### config.mk
export PLATFORM = sky130hd
export DESIGN_NAME = gossamer_stimulus
export DESIGN_NICKNAME = d
export VERILOG_FILES = /design/src/rtl/gossamer_stimulus.sv
export SDC_FILE = /design/constraint.sdc
export NUM_CORES = 1
export LEC_CHECK = 0
export BUFFER_PORTS_ARGS = -buffer_cell sky130_fd_sc_hd__buf_2
export CELL_PAD_IN_SITES_DETAIL_PLACEMENT = 1
export CELL_PAD_IN_SITES_GLOBAL_PLACEMENT = 2
export CORE_MARGIN = 2
export CORE_UTILIZATION = 33
export DETAILED_ROUTE_END_ITERATION = 8
export GPL_ROUTABILITY_DRIVEN = 1
export PLACE_DENSITY = 0.74
export SLEW_MARGIN = 20
export SYNTH_ARGS = -nofsm -noshare
export SYNTH_HDL_FRONTEND = slang
export SYNTH_SLANG_ARGS = --single-unit
### constraint.sdc
create_clock -name clk -period 2 [get_ports clk]
set_input_delay 0.3 -clock clk [delete_from_list [all_inputs] [get_ports clk]]
set_output_delay 0.3 -clock clk [all_outputs]
set_load 0.1 [all_outputs]
### src/rtl/gossamer_stimulus.sv
// Pattern driver and response checker for the guitarist bundle.
// Optional build macro GOSSAMER_LFSR_EN selects an x^4+x^3+1 LFSR pattern source instead of a counter.
module gossamer_stimulus #(
  parameter int NUM_PATTERNS = 16,
  parameter int RESP_LAT     = 1,
  parameter int CNT_W        = 8
) (
  input  logic             clk,
  input  logic             resetb,
  input  logic             start,
  input  logic             stop,
  output logic [1:0]       gossamer,
  output logic             disconnection,
  output logic             two_guitars,
  input  logic             nothing_of_note,
  output logic             busy,
  output logic             done,
  output logic [CNT_W-1:0] mismatch_count,
  output logic [7:0]       pattern_idx
);

  typedef enum logic [1:0] {IDLE, DRIVE, DRAIN, DONE} state_t;

  state_t              state_q;
  logic [3:0]          gen_q;
  logic [3:0]          gen_d;
  logic [3:0]          init_pat;
  logic [3:0]          bundle_q;
  logic [2:0]          drain_q;
  logic [7:0]          idx_q;
  logic                busy_q;
  logic                done_q;
  logic                last_pat;
  logic                exp_now;
  logic [RESP_LAT-1:0] vld_q;
  logic [RESP_LAT-1:0] exp_q;
  logic [CNT_W-1:0]    mis_q;

`ifdef GOSSAMER_LFSR_EN
  assign init_pat = 4'b0001;
  assign gen_d    = {gen_q[2:0], gen_q[3] ^ gen_q[2]};
`else
  assign init_pat = 4'd0;
  assign gen_d    = gen_q + 4'd1;
`endif

  // stop ends the run with the pattern already on the bus this cycle
  assign last_pat = (idx_q == 8'(NUM_PATTERNS - 1)) || stop;

  always_ff @(posedge clk) begin
    if (resetb) begin
      state_q  <= IDLE;
      gen_q    <= 4'd0;
      bundle_q <= 4'd0;
      drain_q  <= 3'd0;
      idx_q    <= 8'd0;
      busy_q   <= 1'b0;
      done_q   <= 1'b0;
    end else begin
      case (state_q)
        IDLE: begin
          if (start) begin
            state_q  <= DRIVE;
            gen_q    <= init_pat;
            bundle_q <= init_pat;
            idx_q    <= 8'd0;
            busy_q   <= 1'b1;
          end
        end
        DRIVE: begin
          idx_q <= idx_q + 8'd1;
          if (last_pat) begin
            state_q  <= DRAIN;
            bundle_q <= 4'd0;
            drain_q  <= 3'(RESP_LAT - 1);
          end else begin
            gen_q    <= gen_d;
            bundle_q <= gen_d;
          end
        end
        DRAIN: begin
          if (drain_q == 3'd0) begin
            state_q <= DONE;
            busy_q  <= 1'b0;
            done_q  <= 1'b1;
          end else begin
            drain_q <= drain_q - 3'd1;
          end
        end
        DONE: begin
          state_q <= IDLE;
          done_q  <= 1'b0;
        end
        default: state_q <= IDLE;
      endcase
    end
  end

  assign exp_now = (|bundle_q[3:2]) & (|bundle_q[1:0]);

  // Expected-response pipeline; valid marks cycles that carried a real pattern
  always_ff @(posedge clk) begin
    if (resetb) begin
      vld_q <= '0;
      exp_q <= '0;
    end else begin
      vld_q[0] <= (state_q == DRIVE);
      exp_q[0] <= exp_now;
      for (int i = 1; i < RESP_LAT; i++) begin
        vld_q[i] <= vld_q[i-1];
        exp_q[i] <= exp_q[i-1];
      end
    end
  end

  always_ff @(posedge clk) begin
    if (resetb) begin
      mis_q <= '0;
    end else if (state_q == IDLE && start) begin
      mis_q <= '0;
    end else if (vld_q[RESP_LAT-1] && (nothing_of_note != exp_q[RESP_LAT-1])
                 && (mis_q != '1)) begin
      mis_q <= mis_q + 1'b1;
    end
  end

  assign gossamer       = bundle_q[3:2];
  assign disconnection  = bundle_q[1];
  assign two_guitars    = bundle_q[0];
  assign busy           = busy_q;
  assign done           = done_q;
  assign mismatch_count = mis_q;
  assign pattern_idx    = idx_q;

endmodule

==> results of run 1 <==
## critical path, stage by stage, from the launching register on
cell and delay [ns]:
sky130_fd_sc_hd__dfxtp_1 0.33, sky130_fd_sc_hd__inv_1 0.13, sky130_fd_sc_hd__ha_1 0.31, sky130_fd_sc_hd__inv_1 0.18, sky130_fd_sc_hd__a211oi_2 0.44, sky130_fd_sc_hd__nor3_1 0.10, sky130_fd_sc_hd__o31ai_1 0.20
## final cells by class
type                    count  area, um2
clock inverters             1       30.0
well taps                  67       83.8
clock buffers               7       86.3
flip-flops and latches     33        673
multi-input cells         134        912
inverters                   9       33.8
repair buffers             29        153
fillers                   580       2750
## placed cells by master (no fill, tap or decap), types with 2 or more instances in the layout
| cell type | instances |
|---|---|
| sky130_fd_sc_hd__xnor2_1 | 5 |
| sky130_fd_sc_hd__or3_2 | 2 |
| sky130_fd_sc_hd__nor4_1 | 3 |
| sky130_fd_sc_hd__nand2_1 | 16 |
| sky130_fd_sc_hd__o21ai_0 | 5 |
| sky130_fd_sc_hd__or4_1 | 2 |
| sky130_fd_sc_hd__o31ai_1 | 5 |
| sky130_fd_sc_hd__a21o_1 | 3 |
| sky130_fd_sc_hd__clkbuf_8 | 6 |
| sky130_fd_sc_hd__dfxtp_2 | 10 |
| sky130_fd_sc_hd__or3_1 | 2 |
| sky130_fd_sc_hd__dfxtp_1 | 23 |
| sky130_fd_sc_hd__nand3_1 | 6 |
| sky130_fd_sc_hd__nand2b_1 | 2 |
| sky130_fd_sc_hd__nor2_1 | 17 |
| sky130_fd_sc_hd__nand4_1 | 5 |
| sky130_fd_sc_hd__xor2_1 | 4 |
| sky130_fd_sc_hd__inv_1 | 9 |
| sky130_fd_sc_hd__a21oi_1 | 20 |
| sky130_fd_sc_hd__mux2i_1 | 2 |
| sky130_fd_sc_hd__buf_4 | 3 |
| sky130_fd_sc_hd__ha_1 | 10 |
| sky130_fd_sc_hd__nor3_1 | 4 |
| sky130_fd_sc_hd__nor2b_1 | 2 |
| sky130_fd_sc_hd__buf_2 | 26 |
## state kept, by name (all words and copies together) (netlist names)
name / flops
bundle_q: 4
exp_q: 1
mismatch_count: 8
done: 1
gen_q: 4
busy: 1
vld_q: 1
pattern_idx: 8
drain_q: 3
state_q: 2
## layer usage
| layer | GRT usage, % | vias to the layer above | share of wire, % | routed length, um |
|---|---|---|---|---|
| met5 | 0 | - | 0 | 0 |
| met4 | 5.66 | 0 | 0.65 | 26 |
| li1 | - | 711 | - | - |
| met1 | 20.5 | 690 | 45 | 1810 |
| met2 | 28.6 | 20 | 52 | 2060 |
| met3 | 2.88 | 2 | 2.4 | 95 |
## kinds of logic (layout without fill, tap and decap cells)
group	Yosys count	count (layout)	share of synthesized area, %
buf+inv	11	46	2.56
mux	3	3	1.94
fa+ha+maj	10	10	7.76
flops	33	33	41.0
compound gates	43	43	18.9
xor+xnor	10	10	5.90
simple gates	68	68	21.9
## stage by stage
step | hold WS (ns) | total power, W | utilization (%)
global placement | 0.438 | 0.00150 | 39.2
CTS | 0.345 | 0.00218 | 41.7
finish | 0.360 | 0.00215 | 41.7
detailed placement | 0.465 | 0.00152 | 39.2
floorplan | 0.378 | 0.00135 | -
global route | 0.382 | 0.00227 | 41.7
## worst paths after layout
kind              depth (start not counted)         end  startpoint
setup / recovery                          6  state_q[1]  state_q[1]
hold / removal                            3        busy       start
setup reg to reg                          6  state_q[1]  state_q[1]
hold reg to reg                           1  drain_q[1]  drain_q[1]
## power by group
group | leakage [nW] | internal [W] | switching (W)
logic | 0.479 | 0.000201 | 0.000535
clock network | 0.0585 | 0.000406 | 0.000239
registers | 0.272 | 0.000717 | 0.0000531
total | 0.810 | 0.00133 | 0.000828
==> reports/summary.log, run 1 <==
qor: finish.post_route_cells_drive_above_1_share 25.8%
qor: worst_setup_path.worstPathMaxFanout 7
qor: finish.insertedDiodeCount 0
qor: clock_tree.ctsLongestPathBuffers 2
qor: placement.io_buffers 26
qor: sta.slew_violations 0
qor: die.placement_rows 25
qor: grt.grt_pass1_vias 1531
qor: clock_tree.post_cts.repair.setup_buffers 0
qor: logic_synthesis.synth_area_per_cell 9.05 um2
qor: die.die_height 73.9 um
qor: clock_tree.total_clock_buffers_created_by_cts 5
qor: grt.grt_util_all_layers 16.5%
qor: routing.viasPerCell 5.08
qor: placement.numPlacedInstances 272
qor: routing.detail-route-antenna-nets 0
qor: placement.hpwlAfterDp 3040 um
qor: worst_hold_path.hold_path_class in -> reg
qor: die.initial_core_utilization 34.1%
qor: sta.fin_ws 0.229 ns
qor: run_status.outcome complete, no violations
qor: die.core_region_area 4720 um2
qor: logic_synthesis.synth_largest_type_area_fraction 41.0%
qor: logic_synthesis.synth_flop_cell sky130_fd_sc_hd__dfxtp_1
qor: worst_setup_path.worst-endpoint-arrival 1.96 ns
qor: logic_synthesis.seq_area_frac_synth 41.0%
qor: worst_setup_path.worstPathRequired 2.19 ns
qor: clock_tree.post_cts_resize_count 0
qor: logic_synthesis.ys_ff_latch 33
qor: clock_tree.cts_tree done
qor: clock_tree.clock_tree.htree_level_count 2
qor: logic_synthesis.synth-warning-count 0
qor: sta.max_fclk 0.565 GHz
qor: die.ioPinCount 27
qor: worst_setup_path.setup.worst_path.class reg -> reg
qor: clock_tree.cts.hold.buffers_added 0
qor: clock_tree.clock_latency_on_the_worst_skew_pair 0.28 ns
qor: routing.first_pass_iters 4
qor: sta.fin_setup_tns 0 ns
qor: placement.placed_area 1850 um2
qor: logic_synthesis.post_synth_instance_area 1610 um2
qor: sta.finalHoldViolCount 0
qor: sta.actual_slew_at_the_worst_max_slew_pin 0.496 ns
qor: logic_synthesis.synth_edf_count 0
qor: placement.dp_worst_setup_slack 0.0751 ns
qor: power.total_leakage_power 0.810 nW
qor: logic_synthesis.synthMostInstantiatedCell sky130_fd_sc_hd__dfxtp_1
qor: clock_tree.clkTransAtPathRegs 0.06 ns
qor: routing.route.detailed.wl_per_inst 14.3 um
qor: logic_synthesis.syn_inst_count 178
qor: finish.stdcell_area 1970 um2
qor: routing.detail_route.wirelength 3990 um
qor: logic_synthesis.yosys.area.top_type sky130_fd_sc_hd__dfxtp_1
qor: logic_synthesis.synth_top_cells_by_area sky130_fd_sc_hd__dfxtp_1 41%, sky130_fd_sc_hd__ha_1 7.8%, sky130_fd_sc_hd__a21oi_1 6.2%
qor: sta.shortest_period_the_worst_path_allows 1.77 ns
qor: clock_tree.clockRootBuffer sky130_fd_sc_hd__clkbuf_8
qor: sta.final-setup-viol-count 0
qor: sta.period_share 88.5%
qor: placement.final_weighted_congestion_of_routability_driven_global_placement 0.787
qor: worst_setup_path.cp-start-kind flip-flop
qor: routing.vias 1423
qor: worst_setup_path.nature_of_the_critical_path_endpoint flip-flop
qor: die.floorplan.die.width 73.9 um
qor: worst_setup_path.setup.reg_to_reg.worst_slack 0.23 ns
qor: run.timing.max_cap.violations 0
qor: grt.wire_length_of_the_first_global_routing_pass 7030 um
qor: sta.relSlewSlack 67.2%
qor: logic_synthesis.yosys.cell_types.count 40
qor: power.peakVddDrop 407 uV
qor: grt.antenna_found_initial 0
qor: grt.grt_max_degree 15
qor: logic_synthesis.async_s_r_ff_share_synth 0%
qor: power.power.density_cell_area 1090 nW/um2
qor: die.fp.dieArea 5460 um2
qor: finish.area_growth_syn_to_layout 22.4%
qor: routing.detailedRoute.firstIterationViolations 29
qor: sta.clock-skew-final 0.00494 ns
qor: finish.fin_nets 227
qor: grt.grt.overflow.total 0
qor: sta.grt_setup_unrepaired false
qor: finish.layoutNonFillerInstCount 280
qor: logic_synthesis.synth_nets 193
qor: routing.drc_errors 0
qor: clock_tree.num_clock_sinks 33
qor: logic_synthesis.synth.top_cells.by_count 33 x sky130_fd_sc_hd__dfxtp_1, 20 x sky130_fd_sc_hd__a21oi_1, 17 x sky130_fd_sc_hd__nor2_1
Note: power is estimated with default switching activity, not from simulation.
==> run 2: changes to the inputs <==
CORE_UTILIZATION = 30   (was 33)
CTS_BUF_LIST = sky130_fd_sc_hd__clkbuf_8   (was unset)
PLACE_DENSITY = 0.68   (was 0.74)
==> reports/summary.log, run 2 (synthesis results as in run 1) <==
qor: clock_tree.ctsLongestPathBuffers 2 [unchanged]
qor: clock_tree.clock_tree.htree_level_count 2 [unchanged]
qor: grt.grt.overflow.total 0 [unchanged]
qor: worst_setup_path.setup.worst_path.class reg -> reg
qor: placement.final_weighted_congestion_of_routability_driven_global_placement 0.763 [-3.0%]
qor: power.peakVddDrop 378 uV [-7.1%]
qor: power.total_leakage_power 0.811 nW [+0.11%]
qor: routing.drc_errors 0 [unchanged]
qor: worst_setup_path.critical_path.cell_chain inv_1 > ha_1 > mux2i_1 > buf_4 > and4bb_2 > xnor2_1 > nor2_1
qor: die.core_region_area 5140 um2 [+8.8%]
qor: worst_setup_path.nature_of_the_critical_path_endpoint flip-flop
qor: sta.period_share 89.5% [+0.96 points]
qor: placement.hpwlAfterDp 3250 um [+6.9%]
qor: placement.placed_area 1860 um2 [+0.61%]
qor: die.floorplan.die.width 77.3 um [+4.6%]
qor: clock_tree.total_clock_buffers_created_by_cts 5 [unchanged]
qor: routing.vias 1425 [+0.14%]
qor: finish.n_fill_cell 661 [+14%]
qor: finish.fin_nets 228 [+0.44%]
qor: worst_setup_path.worstPathMaxFanout 10 [+3]
qor: die.initial_core_utilization 31.4% [-2.8 points]
qor: sta.clock-skew-final 0.00630 ns [+0.00137 ns]
qor: grt.wire_length_of_the_first_global_routing_pass 7310 um [+4.0%]
qor: run.timing.max_cap.violations 0 [unchanged]
qor: worst_setup_path.worstPathRequired 2.16 ns [-0.03 ns]
qor: die.ioPinCount 27 [unchanged]
qor: clock_tree.clkTransAtPathRegs 0.07 ns [about the same]
qor: sta.relSlewSlack 67.3% [+0.10 points]
qor: sta.finalHoldViolCount 0 [unchanged]
qor: die.fp.dieArea 5970 um2 [+9.4%]
qor: finish.layoutNonFillerInstCount 284 [+1.4%]
qor: routing.detail_route.wirelength 4100 um [+2.6%]
qor: worst_setup_path.timing.critical_path.slowest_cell_delay 0.33 ns [-0.11 ns]
qor: clock_tree.clockRootBuffer sky130_fd_sc_hd__clkbuf_8
qor: routing.viasPerCell 5.02 [-1.3%]
qor: clock_tree.num_clock_sinks 33 [unchanged]
qor: die.die_height 77.3 um [+4.6%]
qor: finish.post_route_cells_drive_above_1_share 26.6% [+0.81 points]
qor: worst_hold_path.hold_path_class in -> reg
qor: power.pnr_total_power 0.00208 W [-3.5%]
qor: sta.final-setup-viol-count 0 [unchanged]
qor: finish.final_common_cell sky130_fd_sc_hd__buf_2
qor: clock_tree.cts.hold.buffers_added 0 [unchanged]
qor: worst_setup_path.worst_setup_path_startpoint state_q[1]
qor: placement.numPlacedInstances 276 [+1.5%]
qor: routing.route.detailed.wl_per_inst 14.4 um [+1.1%]
qor: finish.stdcell_area 1970 um2 [-0.19%]
qor: sta.max_fclk 0.559 GHz [-1.1%]
qor: grt.antenna_found_initial 0 [unchanged]
qor: finish.area_growth_syn_to_layout 22.1%
qor: finish.multiInputGateArea 912 um2 [unchanged]
qor: worst_setup_path.crit-reg2reg-launch state_q[1]
qor: grt.grt_util_all_layers 15.2% [-1.4 points]
qor: grt.grt_max_degree 18 [+3]
qor: worst_hold_path.worst_hold_startpoint resetb
qor: worst_setup_path.cell_with_the_largest_stage_delay_on_the_worst_path sky130_fd_sc_hd__dfxtp_1
qor: clock_tree.cts_tree done
qor: finish.insertedDiodeCount 0 [unchanged]
qor: power.power.density_cell_area 1060 nW/um2 [-3.3%]
qor: sta.slew_violations 0 [unchanged]
qor: sta.actual_slew_at_the_worst_max_slew_pin 0.495 ns [-0.00153 ns]
qor: die.placement_rows 26 [+4.0%]
qor: worst_setup_path.cp-start-kind flip-flop
qor: clock_tree.post_cts.repair.setup_buffers 0 [unchanged]
qor: routing.first_pass_iters 4 [unchanged]
qor: placement.io_buffers 26 [unchanged]
qor: worst_setup_path.setup.reg_to_reg.worst_slack 0.21 ns [-0.02 ns]
qor: clock_tree.post_cts_resize_count 0 [unchanged]
qor: routing.detailedRoute.firstIterationViolations 33 [+14%]
qor: grt.grt_pass1_vias 1516 [-0.98%]
qor: clock_tree.clock_latency_on_the_worst_skew_pair 0.29 ns [about the same]
qor: worst_setup_path.worst-endpoint-arrival 1.95 ns [about the same]
qor: run_status.outcome complete, no violations
qor: routing.detail-route-antenna-nets 0 [unchanged]
qor: sta.shortest_period_the_worst_path_allows 1.79 ns [+0.0191 ns]
qor: finish.total_area_of_sequential_cells 673 um2 [unchanged]
qor: sta.grt_setup_unrepaired false
qor: finish.final_cell_mix 26 x sky130_fd_sc_hd__buf_2, 23 x sky130_fd_sc_hd__dfxtp_1, 20 x sky130_fd_sc_hd__a21oi_1
[run 2: changes by cell type in the layout (fill, tap and decap cells not counted)]
cell                        change
sky130_fd_sc_hd__buf_4          +1
sky130_fd_sc_hd__clkbuf_1       -1
sky130_fd_sc_hd__clkinv_2       +1
sky130_fd_sc_hd__clkbuf_8       +1
sky130_fd_sc_hd__bufinv_16      -1
[run 2: metal layers]
metal,up-vias,global-route usage [%],part of all wire (%)
li1,710,-,-
met1,688,17.2,43
met2,20,27.3,52
met3,7,3.88,3.5
met4,0,5.18,1.4
met5,-,0,0
[run 2: worst paths after layout]
path                            depth (start not counted)             end
worst min register to register                          1      drain_q[1]
worst max-delay path                                    7  pattern_idx[7]
worst min-delay path                                    2            busy
worst max register to register                          7  pattern_idx[7]
[run 2: power by group]
group          leakage, nW  internal, W  switching, W
Combinational        0.484     0.000210      0.000548
Clock               0.0542     0.000311      0.000240
Sequential           0.272     0.000718     0.0000516
[run 2: cell type report]
type	count	share of cell area (%)
multi-input combinational	134	46.3
sequential	33	34.2
timing repair buffer	30	8.14
clock buffer	7	4.90
tap	70	4.45
inverter	9	1.72
clock inverter	1	0.254
[run 2: worst max-delay path, delay by kind of cell (launching register included)]
kind | cells | cell delay [ns]
AND/OR/NAND/NOR | 2 | 0.30
adder cells (fa/ha/maj) | 1 | 0.31
XOR/XNOR | 1 | 0.14
buffers and inverters | 2 | 0.34
flip-flops | 1 | 0.33
multiplexers | 1 | 0.24
[run 2: per-stage QoR]
| step | setup TNS, ns | hold slack [ns] | setup slack, ns | util [%] |
|---|---|---|---|---|
| global route | 0 | 0.291 | 0.0553 | 38.3 |
| detailed placement | 0 | 0.448 | 0.0357 | 36.3 |
| CTS | 0 | 0.283 | 0.0187 | 38.2 |
| floorplan | -0.0233 | 0.378 | -0.0233 | - |
| finish | 0 | 0.281 | 0.210 | 38.3 |
| global placement | 0 | 0.436 | 0.135 | 36.3 |
==> run 3: changes to the inputs <==
clock period = 2.05 ns   (was 2 ns; I/O delays follow)
==> reports/summary.log, run 3 (synthesis results as in run 1) <==
qor: grt.grt_util_all_layers 14.7% [-0.46 points]
qor: sta.relSlewSlack 67.3% [+0.070 points]
qor: finish.insertedDiodeCount 0 [unchanged]
qor: finish.area_growth_syn_to_layout 20.6%
qor: sta.slew_violations 0 [unchanged]
qor: run_status.outcome complete, no violations
qor: die.placement_rows 26 [unchanged]
qor: sta.finalHoldViolCount 0 [unchanged]
qor: die.die_height 77.3 um [unchanged]
qor: worst_setup_path.worstPathRequired 2.21 ns [+0.05 ns]
qor: worst_hold_path.hold_path_class in -> reg
qor: routing.route.detailed.wl_per_inst 14.6 um [+1.0%]
qor: sta.hold-worst-slack 0.294 ns [+0.0131 ns]
qor: run.timing.max_cap.violations 0 [unchanged]
qor: clock_tree.num_clock_sinks 33 [unchanged]
qor: worst_setup_path.rr_worst_depth 7 [unchanged]
qor: routing.drc_errors 0 [unchanged]
qor: die.floorplan.die.width 77.3 um [unchanged]
qor: finish.fin_util 37.8% [-0.49 points]
qor: die.initial_core_utilization 31.4% [unchanged]
qor: placement.io_buffers 26 [unchanged]
qor: sta.max_fclk 0.572 GHz [+2.4%]
qor: clock_tree.clock_tree.htree_level_count 2 [unchanged]
qor: worst_setup_path.worst-endpoint-arrival 1.90 ns [-0.05 ns]
qor: routing.vias 1432 [+0.49%]
qor: power.power.density_cell_area 1000 nW/um2 [-5.0%]
qor: worst_hold_path.min_path_cells 2 [unchanged]
qor: sta.period_share 85.3% [-4.2 points]
qor: grt.wire_length_of_the_first_global_routing_pass 7090 um [-3.1%]
qor: grt.antenna_found_initial 0 [unchanged]
qor: sta.fin_setup_tns 0 ns [unchanged]
qor: sta.actual_slew_at_the_worst_max_slew_pin 0.493 ns [-0.00106 ns]
qor: worst_setup_path.cell_with_the_largest_stage_delay_on_the_worst_path sky130_fd_sc_hd__dfxtp_1
qor: grt.grt_pass1_vias 1553 [+2.4%]
qor: clock_tree.clkTransAtPathRegs 0.07 ns [about the same]
qor: worst_setup_path.worstPathMaxFanout 10 [unchanged]
qor: sta.clock-skew-final 0.00378 ns [-0.00252 ns]
qor: power.pnr_total_power 0.00195 W [-6.2%]
qor: worst_setup_path.setup.worst_path.class reg -> reg
qor: finish.layoutNonFillerInstCount 284 [unchanged]
qor: placement.numPlacedInstances 276 [unchanged]
qor: routing.detail_route.wirelength 4140 um [+1.0%]
qor: clock_tree.post_cts_resize_count 0 [unchanged]
qor: finish.fin_nets 228 [unchanged]
qor: routing.first_pass_iters 4 [unchanged]
qor: grt.grt_max_degree 18 [unchanged]
qor: routing.viasPerCell 5.04 [+0.49%]
qor: clock_tree.clockRootBuffer sky130_fd_sc_hd__clkbuf_8
qor: power.total_leakage_power 0.807 nW [-0.48%]
qor: finish.post_route_cells_drive_above_1_share 23.8% [-2.8 points]
qor: worst_setup_path.timing.critical_path.slowest_cell_delay 0.33 ns [about the same]
qor: routing.detail-route-antenna-nets 0 [unchanged]
qor: routing.detailedRoute.firstIterationViolations 52 [+58%]
qor: clock_tree.clock_latency_on_the_worst_skew_pair 0.28 ns [about the same]
qor: clock_tree.cts_tree done
qor: die.fp.dieArea 5970 um2 [unchanged]
qor: clock_tree.post_cts.repair.setup_buffers 0 [unchanged]
qor: grt.grt.overflow.total 0 [unchanged]
qor: die.core_region_area 5140 um2 [unchanged]
qor: placement.hpwlAfterDp 3190 um [-1.6%]
qor: placement.final_weighted_congestion_of_routability_driven_global_placement 0.753 [-1.4%]
qor: power.peakVddDrop 469 uV [+24%]
qor: clock_tree.cts.hold.buffers_added 0 [unchanged]
qor: worst_setup_path.cp-start-kind flip-flop
qor: die.ioPinCount 27 [unchanged]
qor: sta.grt_setup_unrepaired false
qor: finish.final_cell_mix 26 x sky130_fd_sc_hd__dfxtp_1, 26 x sky130_fd_sc_hd__buf_2, 20 x sky130_fd_sc_hd__a21oi_1
qor: worst_setup_path.nature_of_the_critical_path_endpoint flip-flop
qor: worst_setup_path.critical_path.cell_chain inv_1 > ha_1 > mux2i_1 > buf_4 > and4bb_2 > xnor2_1 > nor2_1
qor: clock_tree.ctsLongestPathBuffers 2 [unchanged]
qor: sta.final-setup-viol-count 0 [unchanged]
qor: clock_tree.total_clock_buffers_created_by_cts 5 [unchanged]
qor: sta.shortest_period_the_worst_path_allows 1.75 ns [-0.0420 ns]
==> run 3: cell count changes in the layout (fill, tap and decap cells not counted) <==
cell	previous run	this run
sky130_fd_sc_hd__clkbuf_8	7	5
sky130_fd_sc_hd__clkinv_2	1	0
sky130_fd_sc_hd__dfxtp_1	23	26
sky130_fd_sc_hd__dfxtp_2	10	7
sky130_fd_sc_hd__inv_1	9	12
==> run 3: worst max-delay path, delay by kind of cell (launching register included) <==
family | cells | cell delay [ns]
fa+ha+maj | 1 | 0.31
xor+xnor | 1 | 0.14
buf+inv | 2 | 0.34
mux | 1 | 0.22
simple gates | 2 | 0.30
flops | 1 | 0.33
==> run 3: where the power goes <==
part / switching [W] / leakage [nW] / total (W) / internal (W)
Clock: 0.000228 / 0.0519 / 0.000454 / 0.000226
Sequential: 0.0000519 / 0.270 / 0.000752 / 0.000700
Combinational: 0.000538 / 0.484 / 0.000743 / 0.000205
==> run 3: path summary, 6_finish.rpt <==
check,start,end,slack (ns)
hold reg to reg,drain_q[1],drain_q[1],0.46
setup / recovery,state_q[1],pattern_idx[7],0.30
setup reg to reg,state_q[1],pattern_idx[7],0.30
hold / removal,resetb,busy,0.29
==> run 3: per-layer routing <==
layer | share of wire, % | vias to the layer above | global-route usage (%)
met5 | 0 | - | 0
met4 | 1.1 | 0 | 6.43
met3 | 3.9 | 5 | 4.24
met2 | 52 | 24 | 26.3
met1 | 43 | 692 | 16.0
li1 | - | 711 | -
==> run 3: area by class of cell <==
type	count	area [um2]
inverter	9	33.8
clock buffer	5	68.8
sequential	33	669
fill	635	3200
tap	70	87.6
multi-input combinational	134	912
timing repair buffer	30	160
clock inverter	3	11.3
==> run 3: per-stage QoR <==
step | instance area (um2) | worst slack [ns]
6_report | 1940 | 0.302
5_1_grt | 1940 | 0.167
4_1_cts | 1940 | 0.168
3_5_place_dp | 1860 | 0.177
3_3_place_gp | 1860 | 0.145
2_1_floorplan | 1620 | 0.00981
